$ cat src/rtl/tsense_pkg.sv
`default_nettype none
// ============================================================================
// Module      : tsense_pkg
// Description : Shared state encoding and default sizing for the tsense
//               SPI responder.
// Revision    : 1.0 - initial release
// ============================================================================
package tsense_pkg;

    localparam int c_DEFAULT_DW          = 16;
    localparam int c_DEFAULT_CONV_CYCLES = 1024;

    typedef enum logic [0:0] {
        IDLE  = 1'b0,
        SHIFT = 1'b1
    } state_t;

endpackage
`default_nettype wire

$ cat src/rtl/tsense_sync_edge.sv
`default_nettype none
// ============================================================================
// Module      : tsense_sync_edge
// Description : Two-flop synchronizer plus edge-detect flop; outputs the
//               synchronized level and single-cycle rise/fall strobes.
// Revision    : 1.0 - initial release
// ============================================================================
module tsense_sync_edge #(
    parameter logic RESET_VAL = 1'b0
) (
    input  logic SYSCLK,
    input  logic RSTN,
    input  logic async_in,
    output logic level,
    output logic rise,
    output logic fall
);

    logic r_meta;
    logic r_sync;
    logic r_prev;

    // Reset to the pin's idle level so leaving reset never fakes an edge.
    always_ff @(posedge SYSCLK or negedge RSTN) begin
        if (!RSTN) begin
            r_meta <= RESET_VAL;
            r_sync <= RESET_VAL;
            r_prev <= RESET_VAL;
        end else begin
            r_meta <= async_in;
            r_sync <= r_meta;
            r_prev <= r_sync;
        end
    end

    assign level = r_sync;
    assign rise  = r_sync & ~r_prev;
    assign fall  = ~r_sync & r_prev;

endmodule
`default_nettype wire

$ cat src/rtl/tsense_spi_slave.sv
`default_nettype none
// ============================================================================
// Module      : tsense_spi_slave
// Description : Mode-0 SPI responder emulating the tsense temperature sensor;
//               periodically captures TEMP_IN and shifts it out MSB-first.
// Revision    : 1.0 - initial release
// ============================================================================
module tsense_spi_slave
    import tsense_pkg::*;
#(
    parameter int DW          = c_DEFAULT_DW,
    parameter int CONV_CYCLES = c_DEFAULT_CONV_CYCLES
) (
    input  logic          SYSCLK,
    input  logic          RSTN,
    input  logic          CS,
    input  logic          SCK,
    input  logic [DW-1:0] TEMP_IN,
    output logic          SIO,
    output logic          SIO_OE,
    output logic          FRAME_DONE,
    output logic          SHORT_FRAME
);

    localparam int CW = $clog2(CONV_CYCLES);
    localparam int BW = $clog2(DW + 1);

    logic w_cs_lvl, w_cs_rise, w_cs_fall;
    logic w_sck_lvl, w_sck_rise, w_sck_fall;
    logic w_unused;
    logic w_wrap;

    logic [CW-1:0] r_conv_cnt;
    logic [DW-1:0] r_temp;
    logic          r_pending;
    state_t        r_state;
    logic [DW-1:0] r_shreg;
    logic [BW-1:0] r_bitcnt;

    tsense_sync_edge #(.RESET_VAL(1'b1)) u_cs_sync (
        .SYSCLK   (SYSCLK),
        .RSTN     (RSTN),
        .async_in (CS),
        .level    (w_cs_lvl),
        .rise     (w_cs_rise),
        .fall     (w_cs_fall)
    );

    tsense_sync_edge #(.RESET_VAL(1'b0)) u_sck_sync (
        .SYSCLK   (SYSCLK),
        .RSTN     (RSTN),
        .async_in (SCK),
        .level    (w_sck_lvl),
        .rise     (w_sck_rise),
        .fall     (w_sck_fall)
    );

    // SCK level and rising edge carry no meaning for a mode-0 responder.
    assign w_unused = &{1'b0, w_sck_lvl, w_sck_rise};

    assign w_wrap = (r_conv_cnt == CW'(CONV_CYCLES - 1));

    always_ff @(posedge SYSCLK or negedge RSTN) begin
        if (!RSTN) begin
            r_conv_cnt <= '0;
            r_temp     <= '0;
            r_pending  <= 1'b0;
        end else begin
            r_conv_cnt <= w_wrap ? '0 : r_conv_cnt + CW'(1);
            if (w_wrap) begin
                if (w_cs_lvl) begin
                    r_temp <= TEMP_IN;
                end else begin
                    r_pending <= 1'b1;
                end
            end
            // A conversion that landed mid-frame is taken once CS releases.
            if (w_cs_rise && r_pending) begin
                r_temp    <= TEMP_IN;
                r_pending <= 1'b0;
            end
        end
    end

    always_ff @(posedge SYSCLK or negedge RSTN) begin
        if (!RSTN) begin
            r_state     <= IDLE;
            r_shreg     <= '0;
            r_bitcnt    <= '0;
            SIO         <= 1'b0;
            SIO_OE      <= 1'b0;
            FRAME_DONE  <= 1'b0;
            SHORT_FRAME <= 1'b0;
        end else begin
            FRAME_DONE  <= 1'b0;
            SHORT_FRAME <= 1'b0;
            case (r_state)
                IDLE: begin
                    if (w_cs_fall) begin
                        r_state  <= SHIFT;
                        r_shreg  <= r_temp;
                        r_bitcnt <= '0;
                        SIO_OE   <= 1'b1;
                        SIO      <= r_temp[DW-1];
                    end
                end
                SHIFT: begin
                    if (w_cs_rise) begin
                        r_state <= IDLE;
                        SIO_OE  <= 1'b0;
                        SIO     <= 1'b0;
                        // The last bit is sampled on a rise with no trailing fall.
                        if (r_bitcnt >= BW'(DW - 1)) begin
                            FRAME_DONE <= 1'b1;
                        end else begin
                            SHORT_FRAME <= 1'b1;
                        end
                    end else if (w_sck_fall) begin
                        r_shreg <= {r_shreg[DW-2:0], 1'b1};
                        SIO     <= r_shreg[DW-2];
                        if (r_bitcnt != BW'(DW)) begin
                            r_bitcnt <= r_bitcnt + BW'(1);
                        end
                    end
                end
                default: r_state <= IDLE;
            endcase
        end
    end

endmodule
`default_nettype wire
$ cat config.mk
export PLATFORM = sky130hd
export DESIGN_NAME = tsense_spi_slave
export DESIGN_NICKNAME = d
export VERILOG_FILES = /design/src/rtl/tsense_pkg.sv /design/src/rtl/tsense_sync_edge.sv /design/src/rtl/tsense_spi_slave.sv
export SDC_FILE = /design/constraint.sdc
export NUM_CORES = 1
export LEC_CHECK = 0
export BUFFER_PORTS_ARGS = -buffer_cell sky130_fd_sc_hd__buf_2
export CAP_MARGIN = 30
export CELL_PAD_IN_SITES_DETAIL_PLACEMENT = 0
export CELL_PAD_IN_SITES_GLOBAL_PLACEMENT = 2
export CORE_MARGIN = 10
export CORE_UTILIZATION = 30
export CTS_BUF_LIST = sky130_fd_sc_hd__clkbuf_4
export CTS_CLUSTER_DIAMETER = 80
export CTS_CLUSTER_SIZE = 8
export DETAILED_ROUTE_END_ITERATION = 7
export PLACE_DENSITY = 0.59
export SLEW_MARGIN = 10
export SYNTH_ARGS = -nofsm -noshare
export SYNTH_HDL_FRONTEND = slang
export SYNTH_HIERARCHICAL = 1
export SYNTH_SLANG_ARGS = --single-unit
$ cat constraint.sdc
create_clock -name SYSCLK -period 2 [get_ports SYSCLK]
set_input_delay 0.4 -clock SYSCLK [delete_from_list [all_inputs] [get_ports SYSCLK]]
set_output_delay 0.4 -clock SYSCLK [all_outputs]
set_load 0.02 [all_outputs]
# Word-level counts from Yosys, hierarchy flattened
# Cells that the tools add are included.
[op_classes]
addsub = 2
mul = 0
div_mod_pow = 0
magnitude_cmp = 1
n_eq_ne = 9
n_shift = 0
n_mux = 32
bitwise_logic = 7
reduce_logical = 9
[ops]
columns = ["cell", "count"]
rows = [
  ["$mux W16", 3],
  ["$mux W15", 3],
  ["$pmux W15 S2", 1],
  ["$mux W5", 4],
  ["$mux W1", 16],
  ["$add A10 B1 Y10 const B", 1],
  ["$eq A10 B10 Y1 const B", 1],
  ["$mux W10", 1],
  ["$pmux W5 S2", 1],
  ["$reduce_and A2 Y1", 4],
  ["$ne A2 B1 Y1 const B", 3],
  ["$ne A2 B2 Y1 const B", 3],
  ["$pmux W1 S2", 3],
  ["$add A5 B1 Y5 const B", 1],
  ["$ge A5 B4 Y1 const B", 1],
  ["$ne A5 B5 Y1 const B", 1],
  ["$not A1 Y1", 4],
  ["$reduce_and A4 Y1", 1],
  ["$reduce_bool A2 Y1", 2],
  ["$and A1 B1 Y1", 3],
  ["$ne A3 B2 Y1 const B", 1],
  ["$reduce_and A3 Y1", 1],
  ["$logic_and A1 B1 Y1", 1],
]
[totals]
regBits = 58
latch_bits = 0
mem_bits_rw = 0
mem_bits_ro = 0
inputBits = 20
output_inout_bits = 4
word_cells = 76
mem_count = 0

# Longest topological paths before layout
[logic_depth]
ltp_word = 5
ltp_mapped = 6
mapped_depth_nobuf = 5

# By module
# Netlist, hierarchy kept.
[by_module_without_submodules]
columns = ["module", "n_inst", "cells_each", "area_each_um2", "seq_area_each_um2"]
rows = [
  ["tsense_spi_slave", 1, 198, 2396.0, 1301.2],
  ["tsense_sync_edge at u_cs_sync", 1, 5, 93.8, 78.8],
  ["tsense_sync_edge at u_sck_sync", 1, 5, 90.1, 75.1],
]

# Least setup slack after synthesis
# No wires, ideal clock.
[synth_timing]
kind = "register -> register"
from = "register r_conv_cnt[0]"
to = "register r_temp[10]"
setup_time_ns = 0.125
t_arrival_ns = 1.733
required_ns = 1.875
slack_ns = 0.142
path_stages_with_launch = 7
path_buffers = 2
synth_period_minus_slack_ns = 1.858
path_cell_list = "dfrtp_1 -> ha_1 -> and4_1 -> buf_6 -> a41oi_4 -> buf_8 -> mux2_4"
[synth_between]
elab_chain_len = 3
[synth_rtl]
columns = ["element", "line_no", "text"]
rows = [
  ["from (decl)", "tsense_spi_slave.sv:33", "logic [CW-1:0] r_conv_cnt;"],
  ["from (signal assigned)", "tsense_spi_slave.sv:69", "r_conv_cnt <= w_wrap ? '0 : r_conv_cnt + CW'(1);"],
  ["$eq A10 B10 Y1", "tsense_spi_slave.sv:61", "assign w_wrap = (r_conv_cnt == CW'(CONV_CYCLES - 1));"],
  ["$reduce_bool A2 Y1 (no source line)", "n/a", ""],
  ["$reduce_and A2 Y1 (no source line)", "n/a", ""],
  ["to (signal assigned)", "tsense_spi_slave.sv:66", "r_temp <= '0;"],
  ["to (signal assigned)", "tsense_spi_slave.sv:72", "r_temp <= TEMP_IN;"],
  ["to (signal assigned)", "tsense_spi_slave.sv:79", "r_temp <= TEMP_IN;"],
  ["to (decl)", "tsense_spi_slave.sv:34", "logic [DW-1:0] r_temp;"],
]
# Every way passes these cells.
# A chain may end at the register's enable or synchronous reset.

# Final worst setup path
[layout_timing]
from = "register r_conv_cnt[0]"
to = "register r_temp[0]"
# The elaborated chain is that of the path after synthesis.

==> results.md <==
* Status: completed
* Via count at 1643
* Final #Nets at 265
* CP Launch Type: flip-flop
* Share of cells above drive strength 1 at 28.0%
* Clk_skew at 0.0150 ns
* Initial Utilization at 31.0%
* Postcts setup bufs at 0
* Global-route wire length before repair at 9.01 mm
* Syn Std Cell Area at 2570 µm²
* Routed wl met2 at 2.32 mm
* Total Routing Usage GR at 8.72%
* Synthesized Nets at 231
* DRC at 0
* Cts bufs inserted at 9
* Post-cts sizing count at 0
* CP peak stage delay at 0.41 ns
* H-tree depth at 3
* Vias in the first global route at 1786
* Mean Syn Cell Area at 12.4 µm²
* Hold Fails Final Rpt at 0
* Vias per cell at 4.68
* Site Rows at 33
* Unrepaired setup endpoints after global routing: no
* Power density cells at 987 nW/µm²
* Clock Sinks at 58
* M1 WL at 2.56 mm
* Cell chain of the critical path: ha_1, and4_1, a41oi_4, buf_12, mux2_2
* Worst-margin pin slew at 0.595 ns
* Aggregate routed wire length at 5.19 mm
* Data required, critical path at 2.28 ns
* Max Transition Viols Final at 0
* Initial antenna violation count at 0
* I/O pin cnt at 24
* 1st-pass router iterations at 4
* Worst skew pair latency at 0.40 ns
* Max-cap violation count at 0
* Highest Signal Layer: met4
* Fin area at 3020 µm²
* Die Wd at 113 µm
* Setup_tns at 0 ns
* Min Clock Period, post-route at 1.86 ns
* Cell count after synthesis at 207
* Setup CP Type: flip-flop to flip-flop
* Final period util at 92.8%
* Root Buffer: clkbuf_4
* # diodes at 0
* Worst hold-check path type: input pin to flip-flop
* Placer Congestion at 0.697
* Die Span Y at 113 µm
* Arrival time worst endpoint at 2.13 ns
* CTS tree: done
* Area Growth Syn to Fin at 17.4%
* Peak VDD IR at 0.000598 V
* Largest net degree at the start of global routing at 25
* Clk pin slew, worst setup/hold paths at 0.09 ns
* F_max at 0.539 GHz
* Critical Path End Type: flip-flop
* Slew margin rel. at 60.3%
* Iteration-0 DRC Markers at 41
* Core Area at 8300 µm²
* Worst Path Max Fanout at 16
* Die area at 12700 µm²
* GRT overflow at 0
* Clock tree buffer depth at 2
* Final setup violation count at 0
* Drt wl/cell at 14.8 µm
* Syn. warnings at 6
* Filler cells at 837
* Leak at 1.39 nW
* Dpl hpwl at 3.59 mm
* # port buffers at 23
* Met3 routed wirelength at 238 µm
* Antenna viol nets, final at 0
* CP max-delay cell: dfrtp_1
* Placed inst area at 2850 µm²
per-layer routing:
layer / global-route usage [%] / up-vias
met4: 3.05 / 0
met1: 11.0 / 800
met2: 13.0 / 23
met3: 3.78 / 9
li1: - / 811
met5: 0 / -
final cells by class:
class | count | area [µm²] | share of cell area [%]
Inverter | 6 | 22.5 | 0.746
Multi-Input combinational cell | 133 | 1040 | 34.3
Tap cell | 105 | 131 | 4.35
Clock inverter | 6 | 81.3 | 2.69
Timing Repair Buffer | 33 | 218 | 7.21
Clock buffer | 10 | 75.1 | 2.49
Sequential cell | 58 | 1460 | 48.2
sequential cells by signal, indices dropped and copies added (netlist names), 5 cells and up:
name,count
r_temp,16
r_shreg,15
r_bitcnt,5
r_conv_cnt,10
power by group:
group	internal (W)	leakage [nW]	switching [W]	total [W]
Combinational	0.000268	0.631	0.000271	0.000539
Clock	0.000513	0.0838	0.000426	0.000939
Sequential	0.00137	0.678	0.000135	0.00151
Total	0.00215	1.39	0.000832	0.00298
path summary, 6_finish.rpt:
path / startpoint / to / slack (ns) / cells past startpoint
worst max-delay path: r_conv_cnt[0]$_DFF_PN0_ / r_temp[0]$_DFFE_PN0P_ / 0.14 / 5
worst min-delay path: CS / u_cs_sync/r_meta$_DFF_PN1_ / 0.10 / 1
worst max register to register: r_conv_cnt[0]$_DFF_PN0_ / r_temp[0]$_DFFE_PN0P_ / 0.14 / 5
worst min register to register: u_sck_sync/r_meta$_DFF_PN0_ / u_sck_sync/level$_DFF_PN0_ / 0.36 / 0
max in group asynchronous: RSTN / u_sck_sync/r_meta$_DFF_PN0_ / 0.89 / 3
min in group asynchronous: RSTN / r_bitcnt[3]$_DFFE_PN0P_ / 0.52 / 2
repair_timing:
item | 4_1_cts | 5_1_grt
endpoints found under the hold margin | 17 | 0
setup endpoints to repair | 0 | 0
hold buffers | 1 | 0
per-stage QoR:
step	cells	util, %	hold WS, ns	setup WS, ns	power [W]
floorplan	207	-	0.104	0.142	0.00190
global placement	334	34.4	0.335	0.166	0.00207
detailed placement	334	34.4	0.346	0.155	0.00208
CTS	351	36.4	0.0756	0.129	0.00304
global route	351	36.4	0.0645	0.0451	0.00319
finish	351	36.4	0.103	0.144	0.00298
cell usage in the layout, fill, tap and decap left out, types with 2 or more instances in the layout:
master,count
a31oi_1,2
nor3_1,16
mux2_4,10
nor2b_1,3
a21oi_1,15
and2b_2,2
dfrtp_1,55
mux2i_1,19
and3_1,5
clkinv_2,2
buf_2,23
nand3_1,3
mux2_2,6
and2_1,2
nand2b_1,2
ha_1,4
xnor2_1,4
dfstp_2,3
nor2_1,6
buf_12,2
bufinv_16,2
clkbuf_4,10
nand2_1,11
a41o_1,2
inv_1,6
o32ai_1,2
buf_4,7
and4_1,2
critical path, delay by kind of cell (launching register included):
kind / cells / cell delay [ns]
compound gates: 1 / 0.25
fa+ha+maj: 1 / 0.24
buf+inv: 1 / 0.21
flops: 1 / 0.41
mux: 1 / 0.34
simple gates: 1 / 0.29
Power figures use the tool's default switching activity.
